**src/rtl/fifo_rd_stream_ctrl.sv**
```systemverilog
// Read-side controller for the async packet FIFO: pops words, captures the
// sync-read RAM output into a 3-entry buffer, streams it on valid/ready and
// executes drop verdicts by flushing the remainder of the current packet.
module fifo_rd_stream_ctrl #(
  parameter int DATAW = 64,
  parameter int CNTW  = 16
) (
  input  logic             rclk,
  input  logic             rrst,
  input  logic             rempty,
  output logic             rincr,
  input  logic [DATAW:0]   rdata,
  output logic             m_valid,
  input  logic             m_ready,
  output logic [DATAW-1:0] m_data,
  output logic             m_last,
  input  logic             flush,
  output logic [CNTW-1:0]  pkt_cnt,
  output logic [CNTW-1:0]  drop_cnt
);

  typedef enum logic {RUN, DROP} state_t;

  state_t         state, state_nxt;
  logic [DATAW:0] mem [3];
  logic [2:0]     vld;            // per-slot occupancy
  logic [1:0]     rd_ptr, wr_ptr;
  logic [1:0]     buf_cnt;
  logic [2:0]     occ;
  logic           inflight;
  logic           last_seen;
  logic           hs, flush_acc, wr_en, arr_last;

  function automatic logic [1:0] ptr_inc(input logic [1:0] p);
    return (p == 2'd2) ? 2'd0 : p + 2'd1;
  endfunction

  assign buf_cnt   = 2'(vld[0]) + 2'(vld[1]) + 2'(vld[2]);
  assign occ       = {1'b0, buf_cnt} + {2'b00, inflight};
  assign m_valid   = |vld;
  assign hs        = m_valid & m_ready;
  assign m_data    = m_valid ? mem[rd_ptr][DATAW-1:0] : '0;
  assign m_last    = m_valid & mem[rd_ptr][DATAW];
  assign arr_last  = rdata[DATAW];
  // A buffered end-of-packet means the packet is already complete: flush must not touch it.
  assign last_seen = |(vld & {mem[2][DATAW], mem[1][DATAW], mem[0][DATAW]});
  // While dropping, pop freely; otherwise never commit more words than the buffer can hold.
  assign rincr     = ~rempty & ((state == DROP) | (occ < 3'd3));

  // State register
  always_ff @(posedge rclk or negedge rrst) begin
    if (!rrst) state <= RUN;
    else       state <= state_nxt;
  end

  // Next state, flush acceptance and buffer write decision
  always_comb begin
    state_nxt = state;
    wr_en     = 1'b0;
    flush_acc = 1'b0;
    case (state)
      RUN: begin
        flush_acc = flush & ~last_seen;
        if (flush_acc) begin
          // The arriving word is discarded; if it closes the packet there is nothing left to drop.
          if (!(inflight & arr_last)) state_nxt = DROP;
        end else begin
          wr_en = inflight;
        end
      end
      DROP: begin
        if (inflight & arr_last) state_nxt = RUN;
      end
      default: state_nxt = RUN;
    endcase
  end

  // RAM read-latency tracker: a pop this clk delivers rdata next clk
  always_ff @(posedge rclk or negedge rrst) begin
    if (!rrst) inflight <= 1'b0;
    else       inflight <= rincr;
  end

  // Buffer occupancy and pointers; handshake completes before a flush clears the rest
  always_ff @(posedge rclk or negedge rrst) begin
    if (!rrst) begin
      vld    <= '0;
      rd_ptr <= '0;
      wr_ptr <= '0;
    end else if (flush_acc) begin
      vld    <= '0;
      rd_ptr <= '0;
      wr_ptr <= '0;
    end else begin
      if (hs) begin
        vld[rd_ptr] <= 1'b0;
        rd_ptr      <= ptr_inc(rd_ptr);
      end
      if (wr_en) begin
        vld[wr_ptr] <= 1'b1;
        wr_ptr      <= ptr_inc(wr_ptr);
      end
    end
  end

  // Buffer storage (data only, no reset needed)
  always_ff @(posedge rclk) begin
    if (wr_en) mem[wr_ptr] <= rdata;
  end

  // Saturating packet and drop counters
  always_ff @(posedge rclk or negedge rrst) begin
    if (!rrst) begin
      pkt_cnt  <= '0;
      drop_cnt <= '0;
    end else begin
      if (hs && m_last && !(&pkt_cnt))   pkt_cnt  <= pkt_cnt + CNTW'(1);
      if (flush_acc && !(&drop_cnt))     drop_cnt <= drop_cnt + CNTW'(1);
    end
  end

endmodule

```
**config.mk**
```make
export PLATFORM = sky130hd
export DESIGN_NAME = fifo_rd_stream_ctrl
export DESIGN_NICKNAME = d
export VERILOG_FILES = /design/src/rtl/fifo_rd_stream_ctrl.sv
export SDC_FILE = /design/constraint.sdc
export NUM_CORES = 1
export LEC_CHECK = 0
export ABC_AREA = 1
export CAP_MARGIN = 20
export CORE_MARGIN = 4
export CORE_UTILIZATION = 59
export DETAILED_ROUTE_END_ITERATION = 6
export MAX_ROUTING_LAYER = met4
export PLACE_DENSITY = 0.83
export RECOVER_POWER = 25
export SYNTH_ARGS = -nofsm -noshare
export SYNTH_HDL_FRONTEND = slang
export SYNTH_SLANG_ARGS = --single-unit
```
**constraint.sdc**
```tcl
create_clock -name rclk -period 9.6 [get_ports rclk]
set_input_delay 1.92 -clock rclk [delete_from_list [all_inputs] [get_ports rclk]]
set_output_delay 1.92 -clock rclk [all_outputs]
set_load 0.005 [all_outputs]
```
==> results of run 1 <==
## worst max-delay path, cell delays in order (launching register included)
cell	delay, ns
dfrtp_2	0.38
buf_4	0.65
nand2_1	0.15
inv_2	0.48
buf_4	0.50
nand2_1	0.12
a31oi_1	0.25
clkdlybuf4s50_1	0.56
## worst paths after layout
path                       slack [ns]                       end                startpoint  cells after the start
hold / removal                   0.55  drop_cnt[15]$_DFFE_PN0P_  drop_cnt[15]$_DFFE_PN0P_                      2
min in group asynchronous        1.52   drop_cnt[6]$_DFFE_PN0P_                      rrst                      1
setup / recovery                 4.02                m_data[48]     rd_ptr[0]$_DFFE_PN0P_                      7
hold reg to reg                  0.55  drop_cnt[15]$_DFFE_PN0P_  drop_cnt[15]$_DFFE_PN0P_                      2
max in group asynchronous        7.42     rd_ptr[0]$_DFFE_PN0P_                      rrst                      1
setup reg to reg                 6.63      mem[3][39]$_DFFE_PP_          vld[2]$_DFF_PN0_                      7
## flip-flops by register name (all words and copies together), names as in the netlist
signal	count
mem	260
drop_cnt	16
wr_ptr	2
inflight	1
rd_ptr	2
pkt_cnt	16
state	1
vld	3
## cell type report
type,instances,area [um^2],area share
inverters,46,175,0.0116
repair buffers,177,1740,0.115
diodes,6,15.0,0.000991
well taps,270,338,0.0223
flip-flops and latches,301,8830,0.583
clock inverters,21,226,0.0149
multi-input cells,671,3040,0.201
clock buffers,34,776,0.0512
## logic make-up after synthesis
kind of cell,count (synthesis),synth area share
AOI/OAI and AO/OA,148,0.0674
xor gates and xnor gates,14,0.0100
adders and majority gates,6,0.00674
buffers and inverters,93,0.0325
DFF,301,0.721
and+or+nand+nor,503,0.162
## metrics by stage
stage	power (mW)	utilization	area, um^2	hold slack (ns)
finish	3.91	0.746	15100	0.551
global placement	2.73	0.696	14100	0.524
global route	4.10	0.746	15100	0.607
floorplan	2.19	-	12300	0.498
CTS	3.94	0.746	15100	0.552
detailed placement	2.77	0.696	14100	0.538
## cell usage after synthesis, types with 2 or more instances
cell type  number
nand2_1       291
edfxtp_1      260
nor2_1        167
a31oi_1        64
o21ai_1        63
dfrtp_1        41
inv_1          39
nand3_1        20
buf_2          16
clkbuf_1       16
o21ai_0        14
nand4_1        12
buf_1          11
xnor2_1        10
a21oi_1         5
ha_1            5
inv_2           5
nand2_2         4
nor2_2          4
xor2_1          4
buf_6           3
nor2_4          2
## routing by layer
metal | vias to the layer above | GRT usage | wire length (um)
li1 | 4019 | - | -
met1 | 4105 | 0.305 | 11000
met2 | 409 | 0.424 | 14600
met5 | - | - | 0
met3 | 65 | 0.0381 | 2100
met4 | 0 | 0.0788 | 796
## power by group through the flow
stage | sequential [mW] | combinational [mW] | clock [mW]
6_report | 1.60 | 1.14 | 1.17
5_1_grt | 1.61 | 1.25 | 1.24
4_1_cts | 1.60 | 1.16 | 1.18
3_5_place_dp | 1.63 | 1.15 | 0
3_3_place_gp | 1.62 | 1.11 | 0
2_1_floorplan | 1.62 | 0.571 | 0
==> results.md, run 1 <==
- Outcome: complete, but fails checks
- Failing checks: design-rule violations
- Hold Fails Final Rpt: 0
- Top Ports: 169
- Seq/Total Area, Yosys: 0.721
- Number of synthesized flops with an enable pin: 260
- Clk_lat worst skew: 0.55 ns
- Starting Density: 0.604
- Number of global-route vias before repair: 8703
- Clock Tree Root: clkbuf_16
- CTS H-tree lvls: 1
- Total grt overflow: 0
- Peak supply drop: 180 uV
- Logic pwr share: 0.292
- CTS tree: yes
- Drt wl/cell: 18.7 um
- Core Box Area: 20300 um^2
- Worst setup EP type: primary output
- Synth cell types: 31
- Post-DP HPWL: 17300 um
- Vias/cell: 5.63
- Max-slew headroom: 0.351
- Psw: 1.19 mW
- First-pass GRT wire length: 44900 um
- Port bufs: 168
- Lkg Pwr: 5.45 nW
- Clock power share: 0.298
- CTS buffer count: 30
- Pwr dens: 258 nW/um^2
- Cells after Synth: 1065
- Fmax: 0.179 GHz
- Largest net degree at the start of global routing: 70
- Top cell type's share of synthesized area: 0.637
- Crit Path Max Fanout: 69
- Synth-to-Final Area Change: 23.7%
- Ranking of synthesized cells by area: edfxtp_1 64%, nand2_1 8.9%, dfrtp_1 8.4%
- Final non-filler cell total: 1526
- Int Power: 2.71 mW
- Fillers: 1316
- Clock sinks: 301
- Dpl cells: 1465
- Sw Share: 0.306
- Worst Setup Path Type: flop to primary output
- Max Slew Vio Count: 0
- Commonest non-fill, non-tap cell in the layout: nand2_1
- Die footprint: 23100 um^2
- Final setup vio count: 0
- Detailed Route WL: 28500 um
- GP Congestion: 0.914
- Post-synth ARST share: 0.136
- Seq pwr share: 0.410
- Arr. time, crit path: 3.66 ns
- Postcts setup bufs: 0
- Fraction of layout cells with a size suffix above 1: 0.0648
- Pre-CTS WS: 4.58 ns
- Clock slew at reported path FFs: 0.06 ns
- Iteration-0 DRC Markers: 744
- Post-cts hold buffer count: 0
- Mapped Area: 12300 um^2
- CP Data Required Time: 7.68 ns
- FF+latch count, synth: 301
- Max Buffers Root-to-Sink: 3
- TNS Setup: 0 ns
- Syn avg cell area: 11.5 um^2
- First-pass DRT Iterations: 7
- Max cap viols: 0
- Post-Synthesis Net Count: 1141
- Min Tclk post-route: 5.58 ns
- Gr usage total: 0.247
- Fin worst setup slack: 4.02 ns
- Initial antenna violation count: 6
- Synth warn: 0
- Layout Skew: 0.0110 ns
- Die Y: 152 um
- Vias: 8598
- Main synth FF type: edfxtp_1
- RSZ-0062 raised after global routing: false
- DRT antenna net count: 0
- Period utilization: 0.581
- Remaining DRCs: 2
- Most frequent cells in the layout: 291 x nand2_1, 260 x edfxtp_1, 165 x nor2_1
- Worst-Margin Slew: 0.968 ns
- Hold Path Class: flop to flop
- Crit start category: flop
- Cts repair resizes: 0
- Final nets: 1303
- Cell taking the most area after synthesis: edfxtp_1
- Rows: 52
- DIE WIDTH: 152 um
(Power assumes the default switching activity.)
==> inputs of run 2 (changes only) <==
--- a/config.mk
+++ b/config.mk
@@ -8,10 +8,10 @@
 export ABC_AREA = 1
 export CAP_MARGIN = 20
 export CORE_MARGIN = 4
-export CORE_UTILIZATION = 59
+export CORE_UTILIZATION = 49
 export DETAILED_ROUTE_END_ITERATION = 6
 export MAX_ROUTING_LAYER = met4
-export PLACE_DENSITY = 0.83
+export PLACE_DENSITY = 0.73
 export RECOVER_POWER = 25
 export SYNTH_ARGS = -nofsm -noshare
 export SYNTH_HDL_FRONTEND = slang
==> constraint.sdc (replaced) <==
create_clock -name rclk -period 4.6 [get_ports rclk]
set_input_delay 0.92 -clock rclk [delete_from_list [all_inputs] [get_ports rclk]]
set_output_delay 0.92 -clock rclk [all_outputs]
set_load 0.005 [all_outputs]
==> results.md, run 2 (same netlist as run 1, synthesis figures left out) <==
- Lkg Pwr: 5.45 nW (about the same)
- Worst path top cell family by delay: buffers and inverters
- Final setup vio count: 0 (unchanged)
- CP Data Required Time: 3.68 ns (-4.00 ns)
- Final nets: 1305 (+0.15%)
- Gr usage total: 0.205 (-0.0415)
- Top Ports: 169 (unchanged)
- Fraction of layout cells with a size suffix above 1: 0.0599 (-0.00490)
- Most frequent cell on the critical path: nand2_1
- Vias: 8393 (-2.4%)
- Clock slew at reported path FFs: 0.06 ns (about the same)
- Reg with most FFs: mem
- Psw: 2.51 mW (+110%)
- Pwr dens: 534 nW/um^2 (+110%)
- Initial antenna violation count: 5 (-1)
- Iteration-0 DRC Markers: 890 (+20%)
- Starting Density: 0.501 (-0.103)
- First-pass DRT Iterations: 5 (-2)
- Pre-CTS WS: 1.16 ns (-3.42 ns)
- Rows: 57 (+9.6%)
- Largest net degree at the start of global routing: 68 (-2.9%)
- Critical path depth in cells: 6 (-1)
- Clock sinks: 301 (unchanged)
- DRT antenna net count: 0 (unchanged)
- CTS H-tree lvls: 1 (unchanged)
- Final core occ: 0.624 (-0.122)
- Drt wl/cell: 17.7 um (-5.3%)
- Post-cts hold buffer count: 0 (unchanged)
- Worst setup EP type: primary output
- Clock power share: 0.290 (-0.008)
- Reg2Reg Depth: 7 (unchanged)
- Sw Share: 0.309 (+0.00308)
- Max Slew Vio Count: 0 (unchanged)
- Worst R2R Start: vld[2]$_DFF_PN0_
- Clock Tree Root: clkbuf_16
- Period utilization: 0.879
- Peak supply drop: 358 uV (+99%)
- Int Power: 5.63 mW (+110%)
- Vias/cell: 5.31 (-5.8%)
- Post-DP HPWL: 16900 um (-2.3%)
- Clk_lat worst skew: 0.56 ns (about the same)
- Max Buffers Root-to-Sink: 3 (unchanged)
- Worst-Margin Slew: 0.973 ns (+0.00560 ns)
- Die footprint: 27600 um^2 (+19%)
- Dpl cells: 1521 (+3.8%)
- Biggest regs: mem x260, drop_cnt x16, pkt_cnt x16
- Most frequent cells in the layout: 291 x nand2_1, 260 x edfxtp_1, 165 x nor2_1
- CTS tree: yes
- Reg2reg end: mem[1][38]$_DFFE_PP_
- Port bufs: 168 (unchanged)
- Area after DPL: 14300 um^2 (+1.2%)
- Seq pwr share: 0.414 (+0.004)
- Max cap viols: 0 (unchanged)
- DIE WIDTH: 166 um (+9.2%)
- Hold Fails Final Rpt: 0 (unchanged)
- Slowest-stage cell, CP: dfrtp_2
- Layout Skew: 0.0254 ns (+0.0144 ns)
- Max reg flops: 260 (unchanged)
- Crit start category: flop
- Die Y: 166 um (+9.2%)
- Worst Path Buf+Inv: 3 (-1)
- Detailed Route WL: 28000 um (-1.9%)
- Min Tclk post-route: 4.04 ns
- Fmax: 0.247 GHz
- Logic pwr share: 0.297 (+0.005)
- Final non-filler cell total: 1581 (+3.6%)
- Arr. time, crit path: 3.12 ns (-0.54 ns)
- RSZ-0062 raised after global routing: false
- Fin worst setup slack: 0.557 ns (-3.47 ns)
- Synth-to-Final Area Change: 24.6%
- Worst Setup Path Type: flop to primary output
- Remaining DRCs: 0 (-2)
- Crit-path cells: nand2_1, inv_2, buf_12, nand2_1, a31oi_1, clkdlybuf4s50_1
- Commonest non-fill, non-tap cell in the layout: nand2_1
- Number of global-route vias before repair: 8238 (-5.3%)
- Max-slew headroom: 0.351 (about the same)
- Crit path largest cell delay: 0.76 ns (+0.11 ns)
- TNS Setup: 0 ns (unchanged)
- R2R Setup Slk: 2.16 ns (-4.47 ns)
- Total power: 8.15 mW (+110%)
- Hold Path Class: input pin to async pin
- Total grt overflow: 0 (unchanged)
- First-pass GRT wire length: 44600 um (-0.77%)
- Core Box Area: 24500 um^2 (+21%)
- Final hold slack: 0.518 ns (-0.0325 ns)
- Finished Cell Area: 15300 um^2 (+0.73%)
- GP Congestion: 0.874 (-4.4%)
- Crit Path Max Fanout: 38 (-45%)
- Postcts setup bufs: 0 (unchanged)
- Cts repair resizes: 0 (unchanged)
- CTS buffer count: 30 (unchanged)
- Outcome: completed
## run 2: worst register-to-register path, cell delays in order (launching register included)
cell	delay, ns
dfrtp_1	0.45
nand2_1	0.08
nand2_1	0.08
nor2_2	0.06
nor2_1	0.26
nand3_1	0.22
inv_2	0.59
buf_12	0.34
## run 2: power groups by stage
stage	sequential (mW)	clock, mW	combinational, mW
after floorplan	3.38	0	1.19
after detailed placement	3.43	0	2.44
final	3.37	2.36	2.42
after CTS	3.37	2.40	2.46
after global routing	3.40	2.51	2.64
after global placement	3.42	0	2.42
## run 2: area by class of cell
class / count / area, um^2
Fill cell: 1890 / 9200
Sequential cell: 301 / 8830
Multi-Input combinational cell: 671 / 3050
Timing Repair Buffer: 179 / 1830
Clock buffer: 34 / 766
Tap cell: 324 / 405
Clock inverter: 21 / 185
Inverter: 46 / 175
Antenna cell: 5 / 12.5
## run 2: worst max path at each step
| stage | startpoint | endpoint |
|---|---|---|
| 6_report | rd_ptr[0]$_DFFE_PN0P_ | m_data[13] |
| 5_1_grt | rd_ptr[0]$_DFFE_PN0P_ | m_data[26] |
| 4_1_cts | rd_ptr[0]$_DFFE_PN0P_ | m_data[26] |
| 3_5_place_dp | rd_ptr[0]$_DFFE_PN0P_ | m_data[21] |
| 3_3_place_gp | rd_ptr[0]$_DFFE_PN0P_ | m_data[55] |
| 2_1_floorplan | flush | mem[3][0]$_DFFE_PP_ |
## run 2: metal layers
metal  global-route usage  up-vias  routed length (um)
met3               0.0376       41                1910
met4               0.0516        0                 587
li1                     -     4018                   -
met5                    -        -                   0
met2                0.338      260               13700
met1                0.268     4074               11800
==> inputs of run 3 (changes only) <==
--- a/config.mk
+++ b/config.mk
@@ -7,6 +7,7 @@
 export LEC_CHECK = 0
 export ABC_AREA = 1
 export CAP_MARGIN = 20
+export CORE_ASPECT_RATIO = 0.6
 export CORE_MARGIN = 4
 export CORE_UTILIZATION = 49
 export DETAILED_ROUTE_END_ITERATION = 6
==> results.md, run 3 (same netlist as run 1, synthesis figures left out) <==
- Outcome: completed
- Fraction of layout cells with a size suffix above 1: 0.0585 (-0.00136)
- First-pass DRT Iterations: 5 (unchanged)
- Drt wl/cell: 18.2 um (+2.5%)
- Crit start category: flop
- Clock Tree Root: clkbuf_16
- Biggest regs: mem x260, drop_cnt x16, pkt_cnt x16
- Peak supply drop: 317 uV (-11%)
- Gr usage total: 0.211 (+0.00519)
- Worst R2R Start: vld[0]$_DFF_PN0_
- Period utilization: 0.870 (-0.00897)
- Worst Setup SP: rd_ptr[0]$_DFFE_PN0P_
- Final nets: 1303 (-0.15%)
- Max-slew headroom: 0.359 (+0.00751)
- TNS Setup: 0 ns (unchanged)
- Detailed Route WL: 28600 um (+1.9%)
- Most frequent cells in the layout: 291 x nand2_1, 260 x edfxtp_1, 165 x nor2_1
- Slowest-stage cell, CP: dfrtp_2
- Die footprint: 27700 um^2 (+0.30%)
- Port bufs: 168 (unchanged)
- Min Tclk post-route: 4.00 ns (-0.0412 ns)
- Max cap viols: 0 (unchanged)
- Core Box Area: 24400 um^2 (-0.30%)
- Vias/cell: 5.27 (-0.71%)
- RSZ-0062 raised after global routing: false
- Clock slew at reported path FFs: 0.07 ns (about the same)
- Die Y: 130 um (-21%)
- Initial antenna violation count: 3 (-2)
- Met2 Usage GRT: 0.300 (-0.0380)
- Crit path largest cell delay: 0.74 ns (-0.02 ns)
- Met3 Usage GRT: 0.0394 (+0.00176)
- Worst Setup Path Type: flop to primary output
- CTS buffer count: 27 (-10%)
- Fillers: 1899 (+0.48%)
- Post-cts hold buffer count: 0 (unchanged)
- Clock sinks: 301 (unchanged)
- Postcts setup bufs: 0 (unchanged)
- Worst setup EP type: primary output
- First-pass GRT wire length: 44500 um (-0.28%)
- Top Ports: 169 (unchanged)
- Crit-path cells: buf_4, nor2_1, nor2_1, o21ai_1, a31oi_1, clkdlybuf4s50_1
- Pwr dens: 523 nW/um^2 (-2.0%)
- Number of global-route vias before repair: 8079 (-1.9%)
- Hold Path Class: input pin to async pin
- Remaining DRCs: 0 (unchanged)
- Iteration-0 DRC Markers: 813 (-8.7%)
- CTS tree: yes
- Post-DP HPWL: 17500 um (+3.5%)
- Crit Path Max Fanout: 43 (+13%)
- Max reg flops: 260 (unchanged)
- Max Buffers Root-to-Sink: 3 (unchanged)
- Starting Density: 0.502 (+0.00152)
- Met1 usage in global routing: 0.320 (+0.0516)
- Layout Skew: 0.0122 ns (-0.0131 ns)
- Max Slew Vio Count: 0 (unchanged)
- Rows: 44 (-23%)
- Worst-Margin Slew: 0.962 ns (-0.0113 ns)
- Arr. time, crit path: 3.08 ns (-0.04 ns)
- Reg with most FFs: mem
- GP Congestion: 0.853 (-2.4%)
- Vias: 8286 (-1.3%)
- Final setup vio count: 0 (unchanged)
- Synth-to-Final Area Change: 23.4%
- DIE WIDTH: 212 um (+28%)
- Clk_lat worst skew: 0.54 ns (-0.02 ns)
- Total power: 7.92 mW (-2.9%)
- Cts repair resizes: 0 (unchanged)
- CP Data Required Time: 3.68 ns (about the same)
- Hold Fails Final Rpt: 0 (unchanged)
- Total grt overflow: 0 (unchanged)
- Lkg Pwr: 5.39 nW (-1.2%)
- Fmax: 0.250 GHz (+1.0%)
- Commonest non-fill, non-tap cell in the layout: nand2_1
- Largest net degree at the start of global routing: 68 (unchanged)
- DRT antenna net count: 0 (unchanged)
- CTS H-tree lvls: 1 (unchanged)
- GR peak layer: met1
- Reg2Reg Depth: 9 (+2)
- Most frequent cell on the critical path: nor2_1
-- run 3: cell types whose count changed in the layout (fill, tap and decap cells not counted), sizes merged --
cell	before	now
inv	45	47
clkinv	17	11
buf	12	13
bufinv	3	1
diode	5	3
clkbuf	34	33
clkinvlp	2	3
-- run 3: final cells by class --
type / instances / area [um^2] / share of cell area
Clock buffer: 33 / 698 / 0.0462
Antenna cell: 3 / 7.51 / 0.000496
Clock inverter: 16 / 115 / 0.00761
Sequential cell: 301 / 8830 / 0.584
Multi-Input combinational cell: 671 / 3050 / 0.201
Tap cell: 322 / 403 / 0.0266
Timing Repair Buffer: 180 / 1840 / 0.122
Inverter: 46 / 175 / 0.0116
-- run 3: through the flow --
| step | utilization | hold WS, ns | worst slack [ns] | cell area [um^2] | std cells |
|---|---|---|---|---|---|
| 6_report | 0.620 | 0.532 | 0.598 | 15100 | 1572 |
| 5_1_grt | 0.620 | 0.600 | 0.390 | 15100 | 1572 |
| 4_1_cts | 0.620 | 0.546 | 0.590 | 15100 | 1569 |
| 3_5_place_dp | 0.586 | 0.529 | 1.18 | 14300 | 1520 |
| 3_3_place_gp | 0.586 | 0.517 | 1.26 | 14300 | 1520 |
| 2_1_floorplan | - | 0.498 | 0.273 | 12300 | 1065 |
-- run 3: critical path, delay by kind of cell (launching register included) --
kind / cells / cell delay (ns)
buffers and inverters: 2 / 1.15
DFF: 1 / 0.74
AOI/OAI and AO/OA: 2 / 0.38
and+or+nand+nor: 2 / 0.25
-- run 3: report_power, final --
| part | internal [mW] | total, mW | switching (mW) |
|---|---|---|---|
| registers | 3.21 | 3.37 | 0.153 |
| clock network | 1.14 | 2.10 | 0.961 |
| logic | 1.06 | 2.45 | 1.39 |
-- run 3: worst paths after layout --
check / slack [ns] / endpoint
max: 0.60 / m_data[57]
min: 0.53 / drop_cnt[14]$_DFFE_PN0P_
max reg2reg: 2.19 / pkt_cnt[15]$_DFFE_PN0P_
min reg2reg: 0.54 / drop_cnt[15]$_DFFE_PN0P_
max in group asynchronous: 3.41 / rd_ptr[0]$_DFFE_PN0P_
min in group rclk: 0.54 / drop_cnt[15]$_DFFE_PN0P_
-- run 3: per-layer routing --
layer | share of wire | routed length, um | vias up
met4 | 0.013 | 361 | 0
met3 | 0.073 | 2090 | 35
met5 | 0 | 0 | -
met2 | 0.43 | 12400 | 299
li1 | - | - | 4010
met1 | 0.48 | 13700 | 3942
